==> config.mk <==
export PLATFORM = sky130hd
export DESIGN_NAME = rgf_mp
export DESIGN_NICKNAME = d
export VERILOG_FILES = /design/src/rtl/rgf_pkg.sv /design/src/rtl/rgf_scoreboard.sv /design/src/rtl/rgf_mp.sv
export SDC_FILE = /design/constraint.sdc
export NUM_CORES = 1
export LEC_CHECK = 0
export CORE_MARGIN = 2
export CORE_UTILIZATION = 45
export CTS_CLUSTER_DIAMETER = 30
export CTS_CLUSTER_SIZE = 12
export DETAILED_ROUTE_END_ITERATION = 8
export HOLD_SLACK_MARGIN = 0.05
export PLACE_DENSITY = 0.65
export RECOVER_POWER = 50
export SETUP_SLACK_MARGIN = 0.02
export SYNTH_ARGS = -nofsm -noshare
export SYNTH_HDL_FRONTEND = slang
export SYNTH_HIERARCHICAL = 1
export SYNTH_SLANG_ARGS = --single-unit
==> constraint.sdc <==
create_clock -name clk -period 3.35 [get_ports clk]
set_input_delay 0.335 -clock clk [delete_from_list [all_inputs] [get_ports clk]]
set_output_delay 0.335 -clock clk [all_outputs]
set_load 0.01 [all_outputs]
==> src/rtl/rgf_pkg.sv <==
// rgf_pkg: shared types and default sizes for the rgf_mp multi-port register file.
package rgf_pkg;

  localparam int RGF_XLEN  = 32;
  localparam int RGF_NREGS = 32;
  localparam int RGF_NRD   = 2;

  typedef enum logic [0:0] {
    RGF_CLR = 1'b0,
    RGF_RUN = 1'b1
  } rgf_state_e;

  // Width of a bus that packs nports fields of width bits each.
  function automatic int rgf_bus_w(input int nports, input int width);
    return nports * width;
  endfunction

endpackage

==> src/rtl/rgf_scoreboard.sv <==
// rgf_scoreboard: per-register busy bits for issue; a mark beats a same-cycle
// writeback clear of the same register, and x0 is never busy.
module rgf_scoreboard
  import rgf_pkg::*;
#(
  parameter int NREGS = RGF_NREGS,
  parameter int NRD   = RGF_NRD,
  localparam int AW   = $clog2(NREGS)
) (
  input  logic                        clk,
  input  logic                        rst_n,
  input  logic                        set_vld,
  input  logic [AW-1:0]               set_idx,
  input  logic                        clr_vld,
  input  logic [AW-1:0]               clr_idx,
  input  logic [rgf_bus_w(NRD,AW)-1:0] rn,
  output logic [NRD-1:0]              rdy
);

  localparam logic [AW-1:0] IDX_ZERO = {AW{1'b0}};

  logic [NREGS-1:0] busy_r;
  logic [NREGS-1:0] busy_nxt_s;
  logic [AW-1:0]    look_idx_s;

  // Next busy vector: clear first so that a mark on the same register wins.
  always_comb begin
    busy_nxt_s = busy_r;
    if (clr_vld) begin
      busy_nxt_s[clr_idx] = 1'b0;
    end else begin
      busy_nxt_s = busy_nxt_s;
    end
    if (set_vld && (set_idx != IDX_ZERO)) begin
      busy_nxt_s[set_idx] = 1'b1;
    end else begin
      busy_nxt_s = busy_nxt_s;
    end
    busy_nxt_s[0] = 1'b0;
  end

  // Busy bit register.
  always_ff @(posedge clk or negedge rst_n) begin
    if (!rst_n) begin
      busy_r <= {NREGS{1'b0}};
    end else begin
      busy_r <= busy_nxt_s;
    end
  end

  // Per-port ready lookup.
  always_comb begin
    rdy        = {NRD{1'b0}};
    look_idx_s = IDX_ZERO;
    for (int k = 0; k < NRD; k++) begin
      look_idx_s = rn[k*AW +: AW];
      rdy[k]     = (look_idx_s == IDX_ZERO) | ~busy_r[look_idx_s];
    end
  end

endmodule

==> src/rtl/rgf_mp.sv <==
// rgf_mp: NRD-read / 1-write integer register file with busy scoreboard and a
// post-reset clear sequence. Define RGF_BYPASS_EN for same-cycle write forwarding.
module rgf_mp
  import rgf_pkg::*;
#(
  parameter int XLEN  = RGF_XLEN,
  parameter int NREGS = RGF_NREGS,
  parameter int NRD   = RGF_NRD,
  localparam int AW   = $clog2(NREGS)
) (
  input  logic                          clk,
  input  logic                          rst_n,
  input  logic [rgf_bus_w(NRD,AW)-1:0]   rn,
  output logic [rgf_bus_w(NRD,XLEN)-1:0] rdata,
  output logic [NRD-1:0]                rrdy,
  input  logic                          we,
  input  logic [AW-1:0]                 wn,
  input  logic [XLEN-1:0]               wdata,
  input  logic                          mark_vld,
  input  logic [AW-1:0]                 mark_rd,
  output logic                          ready
);

  localparam logic [AW-1:0] IDX_ZERO = {AW{1'b0}};
  localparam logic [AW-1:0] IDX_ONE  = AW'(1);
  localparam logic [AW-1:0] IDX_LAST = AW'(NREGS - 1);

  rgf_state_e      state_r;
  rgf_state_e      state_nxt_s;
  logic [AW-1:0]   idx_r;
  logic [AW-1:0]   idx_nxt_s;
  logic            ready_r;
  logic            run_s;

  logic [XLEN-1:0] regs_r [NREGS];
  logic            wr_en_s;
  logic [AW-1:0]   wr_idx_s;
  logic [XLEN-1:0] wr_data_s;
  logic            wr_run_s;
  logic            mark_run_s;
  logic            byp_mark_s;
  logic [NRD-1:0]  byp_hit_s;
  logic [NRD-1:0]  sb_rdy_s;
  logic [AW-1:0]   rd_idx_s;

  assign run_s      = (state_r == RGF_RUN);
  assign wr_run_s   = run_s && we && (wn != IDX_ZERO);
  assign mark_run_s = run_s && mark_vld && (mark_rd != IDX_ZERO);
  assign byp_mark_s = mark_vld && (mark_rd == wn);
  assign ready      = ready_r;

  // Clear sequencer: walk idx from 1 to NREGS-1, then stay in RUN.
  always_comb begin
    state_nxt_s = state_r;
    idx_nxt_s   = idx_r;
    case (state_r)
      RGF_CLR: begin
        if (idx_r == IDX_LAST) begin
          state_nxt_s = RGF_RUN;
        end else begin
          idx_nxt_s = idx_r + IDX_ONE;
        end
      end
      RGF_RUN: begin
        state_nxt_s = RGF_RUN;
      end
      default: begin
        state_nxt_s = RGF_CLR;
        idx_nxt_s   = IDX_ONE;
      end
    endcase
  end

  // State, clear index and ready flag.
  always_ff @(posedge clk or negedge rst_n) begin
    if (!rst_n) begin
      state_r <= RGF_CLR;
      idx_r   <= IDX_ONE;
      ready_r <= 1'b0;
    end else begin
      state_r <= state_nxt_s;
      idx_r   <= idx_nxt_s;
      ready_r <= (state_nxt_s == RGF_RUN);
    end
  end

  // Array write port: clear sequence owns it until RUN; x0 writes are dropped.
  always_comb begin
    wr_en_s   = 1'b0;
    wr_idx_s  = IDX_ZERO;
    wr_data_s = {XLEN{1'b0}};
    if (!run_s) begin
      wr_en_s  = 1'b1;
      wr_idx_s = idx_r;
    end else if (wr_run_s) begin
      wr_en_s   = 1'b1;
      wr_idx_s  = wn;
      wr_data_s = wdata;
    end else begin
      wr_en_s = 1'b0;
    end
  end

  // Register array storage (contents undefined until the clear completes).
  always_ff @(posedge clk) begin
    if (wr_en_s) begin
      regs_r[wr_idx_s] <= wr_data_s;
    end
  end

  rgf_scoreboard #(
    .NREGS (NREGS),
    .NRD   (NRD)
  ) u_sb (
    .clk     (clk),
    .rst_n   (rst_n),
    .set_vld (mark_run_s),
    .set_idx (mark_rd),
    .clr_vld (wr_run_s),
    .clr_idx (wn),
    .rn      (rn),
    .rdy     (sb_rdy_s)
  );

  // Forwarding hit per read port.
  always_comb begin
    byp_hit_s = {NRD{1'b0}};
    for (int k = 0; k < NRD; k++) begin
`ifdef RGF_BYPASS_EN
      byp_hit_s[k] = wr_run_s && (wn == rn[k*AW +: AW]);
`else
      byp_hit_s[k] = 1'b0;
`endif
    end
  end

  // Combinational read ports.
  always_comb begin
    rdata    = {rgf_bus_w(NRD, XLEN){1'b0}};
    rrdy     = {NRD{1'b0}};
    rd_idx_s = IDX_ZERO;
    for (int k = 0; k < NRD; k++) begin
      rd_idx_s = rn[k*AW +: AW];
      if (!run_s) begin
        rdata[k*XLEN +: XLEN] = {XLEN{1'b0}};
        rrdy[k]               = 1'b0;
      end else if (byp_hit_s[k]) begin
        rdata[k*XLEN +: XLEN] = wdata;
        rrdy[k]               = ~byp_mark_s;
      end else if (rd_idx_s == IDX_ZERO) begin
        rdata[k*XLEN +: XLEN] = {XLEN{1'b0}};
        rrdy[k]               = 1'b1;
      end else begin
        rdata[k*XLEN +: XLEN] = regs_r[rd_idx_s];
        rrdy[k]               = sb_rdy_s[k];
      end
    end
  end

endmodule

==> impl_metrics.toml <==
[power_and_ir_drop]
vdd_ir_drop_max_uv = 539
leakage_nw = 22.1
clock_power_share_pct = 53.0
switching_share_pct = 22.8
p_int_mw = 28.8
power_frac_seq_pct = 39.4
pwr-share-comb_pct = 7.5
power.total_mw = 37.3
p_sw_mw = 8.52
powerDensity_nw_per_um2 = 608

[clocking]
cts_tree = "done"
cts_setup_buffers = 0
clock_path_buffers = 3
clock_latency_ns = 0.78
cts_buffers = 189
root_buffer = "clkbuf_16"
clkTransAtPathRegs_ns = 0.05
htree_levels = 4
clock-sinks = 1061

[critical_path]
cpPeakStageDelay_ns = 0.76
end_kind = "primary output"
path_max_fanout = 26
timing.critical_path.cells = "buf_6, buf_12, nor2_1, a22oi_1, a31oi_1, clkdlybuf4s50_1"
r2r_slack_ns = 0.14
worstPathRequired_ns = 3.01
crit_arrival_ns = 2.97
slowest_stage = "nor2_1"
criticalPathCategory = "input pin to primary output"
crit_path_start_kind = "input pin"

[logic_synthesis]
yosys.cell_types.count = 62
synth-main-ff-cell = "edfxtp_1"
ys_ff_latch = 1061
synth_edf_count = 1024
synth_nets = 2665
seq_area_frac_synth_pct = 62.8
syn_inst = 2607
yosysWarnings = 6
synth_area_um2 = 50400
async_flop_share_pct = 3.49
syn_area_per_cell_um2 = 19.3

[layout]
layout_commonest_cell = "edfxtp_1"
final_cell_mix = "edfxtp_1 (1024), mux4_2 (400), mux2i_1 (265), clkbuf_16 (193), buf_4 (128)"
stdcell_area_um2 = 61400
instances_no_fill = 4595
diodes = 0
area_delta_synth_final_pct = 21.8
drive_above_1_share_pct = 32.8
final_util_pct = 55.3
fin_nets = 3005

[timing]
fin_crit_ns = 3.31
report.final.slew_viol_count = 104
slew_headroom_pct = -35.1
fin_tns_setup_ns = 0
finalHoldViolations = 0
worst_slack_ns = 0.0419
fin_worst_skew_ns = 0.0348
max_slew.worst_pin.slew_ns = 2.03
fin_worst_hold_slack_ns = 0.524
fin_crit_sh_pct = 98.7
rsz0062_at_grt = "false"
setup_viol = 0
max_freq_ghz = 0.302

[placed_design]
dp_hpwl_mm = 91.0
dp.cells = 4243
io_buffers = 122
placed_area_um2 = 55000
preCtsSetupSlack_ns = -0.0388
place_congestion = 0.847

[route]
dr_total_vias = 31200
vias_per_cell = 6.79
antenna_left = 0
wl_per_cell_um = 34.3
drtPass1Iterations = 6
drt_iter0_markers = 4277
drc = 0
wl_mm = 157

[die]
pin_count = 123
rows = 122
dieArea_um2 = 115000
coreArea_um2 = 111000
start_util_pct = 45.4
chipWidth_um = 339
fp.dieH_um = 339

[worst_hold_path]
hold_class = "input pin to flip-flop"

[grt]
grt_antenna_before_repair = 2
overflow = 0
gr-usage-all-layers_pct = 27.2
grt_max_degree = 69
grt_pass1_vias = 32200
grt_pass1_wl_mm = 225

[outcome]
outcome = "finished, violations left"
failed_checks = "capacitance limit, slew limit"

[run]
max-cap-violations = 3
## worst max-delay path, delay by kind of cell
family / cells / cell delay (ns)
compound gates: 2 / 0.80
simple gates: 1 / 0.76
buf+inv: 3 / 1.04
## timing repair
| action | CTS | global route |
|---|---|---|
| gates cloned | 0 | 0 |
| pin swaps | 1 | 2 |
| hold buffers | 1 | 0 |
| setup endpoints to repair | 12 | 4 |
| resized for setup | 20 | 4 |
| hold endpoints to repair | 36 | 0 |
## synth_stat cells, types with 4 or more instances
| library cell | instances | area, um2 |
|---|---|---|
| mux4_2 | 400 | 9010 |
| mux2_2 | 8 | 90.1 |
| buf_12 | 10 | 200 |
| dfrtp_1 | 36 | 901 |
| edfxtp_1 | 1024 | 30700 |
| nand2_1 | 50 | 188 |
| a221oi_1 | 52 | 455 |
| buf_2 | 52 | 260 |
| mux4_1 | 54 | 1420 |
| clkbuf_1 | 51 | 191 |
| nand3_1 | 8 | 40.0 |
| inv_1 | 11 | 41.3 |
| a221o_1 | 64 | 641 |
| nand3b_1 | 10 | 75.1 |
| buf_4 | 40 | 300 |
| nor2b_1 | 8 | 50.1 |
| buf_8 | 6 | 90.1 |
| mux2i_1 | 266 | 2660 |
| and2_1 | 34 | 213 |
| buf_6 | 47 | 529 |
| nand2b_1 | 4 | 25.0 |
| o21ai_0 | 93 | 465 |
| o2111ai_1 | 16 | 140 |
| a22oi_1 | 65 | 488 |
| or3b_2 | 5 | 43.8 |
| nor2_1 | 53 | 199 |
| a31oi_1 | 65 | 407 |
| o21ai_1 | 20 | 100 |
## kinds of logic (layout without fill, tap and decap cells)
logic type / count (synthesis) / count (layout) / share of synthesized area [%]
flops: 1061 / 1061 / 62.8
xor+xnor: 3 / 3 / 0.0521
mux: 728 / 728 / 26.1
compound gates: 399 / 399 / 5.73
buf+inv: 220 / 720 / 3.23
simple gates: 194 / 194 / 1.97
fa+ha+maj: 2 / 2 / 0.0496
## sequential cells by signal (all words and copies together), names as in the netlist
signal and flops:
regs_r 1024, ready 1, u_sb/busy_r 31, idx_r 5
## area by class of cell
type / instances / area (um2)
inverters: 11 / 46.3
clock inverters: 147 / 1780
multi-input cells: 1326 / 17500
repair buffers: 358 / 3680
fillers: 8360 / 49600
well taps: 1488 / 1860
clock buffers: 204 / 4870
flip-flops and latches: 1061 / 31700
## path summary, 6_finish.rpt
check,start,end,cells past startpoint
max,rn[5],rdata[59],6
min,mark_rd[3],u_sb/busy_r[8],3
max reg2reg,ready,regs_r[13][24],6
min reg2reg,u_sb/busy_r[3],u_sb/busy_r[3],2
max in group asynchronous,rst_n,ready,3
min in group asynchronous,rst_n,u_sb/busy_r[30],3
## routing by layer
layer | share of wire, % | GRT usage [%]
met1 | 38 | 37.2
met4 | 3.7 | 9.96
met5 | 0 | 0
met2 | 48 | 42.8
met3 | 11 | 6.20
## power groups by stage
stage / clock, mW / combinational [mW] / sequential (mW)
floorplan: 0 / 1.60 / 14.9
global placement: 0 / 2.74 / 15.0
detailed placement: 0 / 2.79 / 15.0
CTS: 20.0 / 2.82 / 14.7
global route: 20.6 / 2.93 / 14.7
finish: 19.8 / 2.82 / 14.7
(Power assumes the default switching activity.)
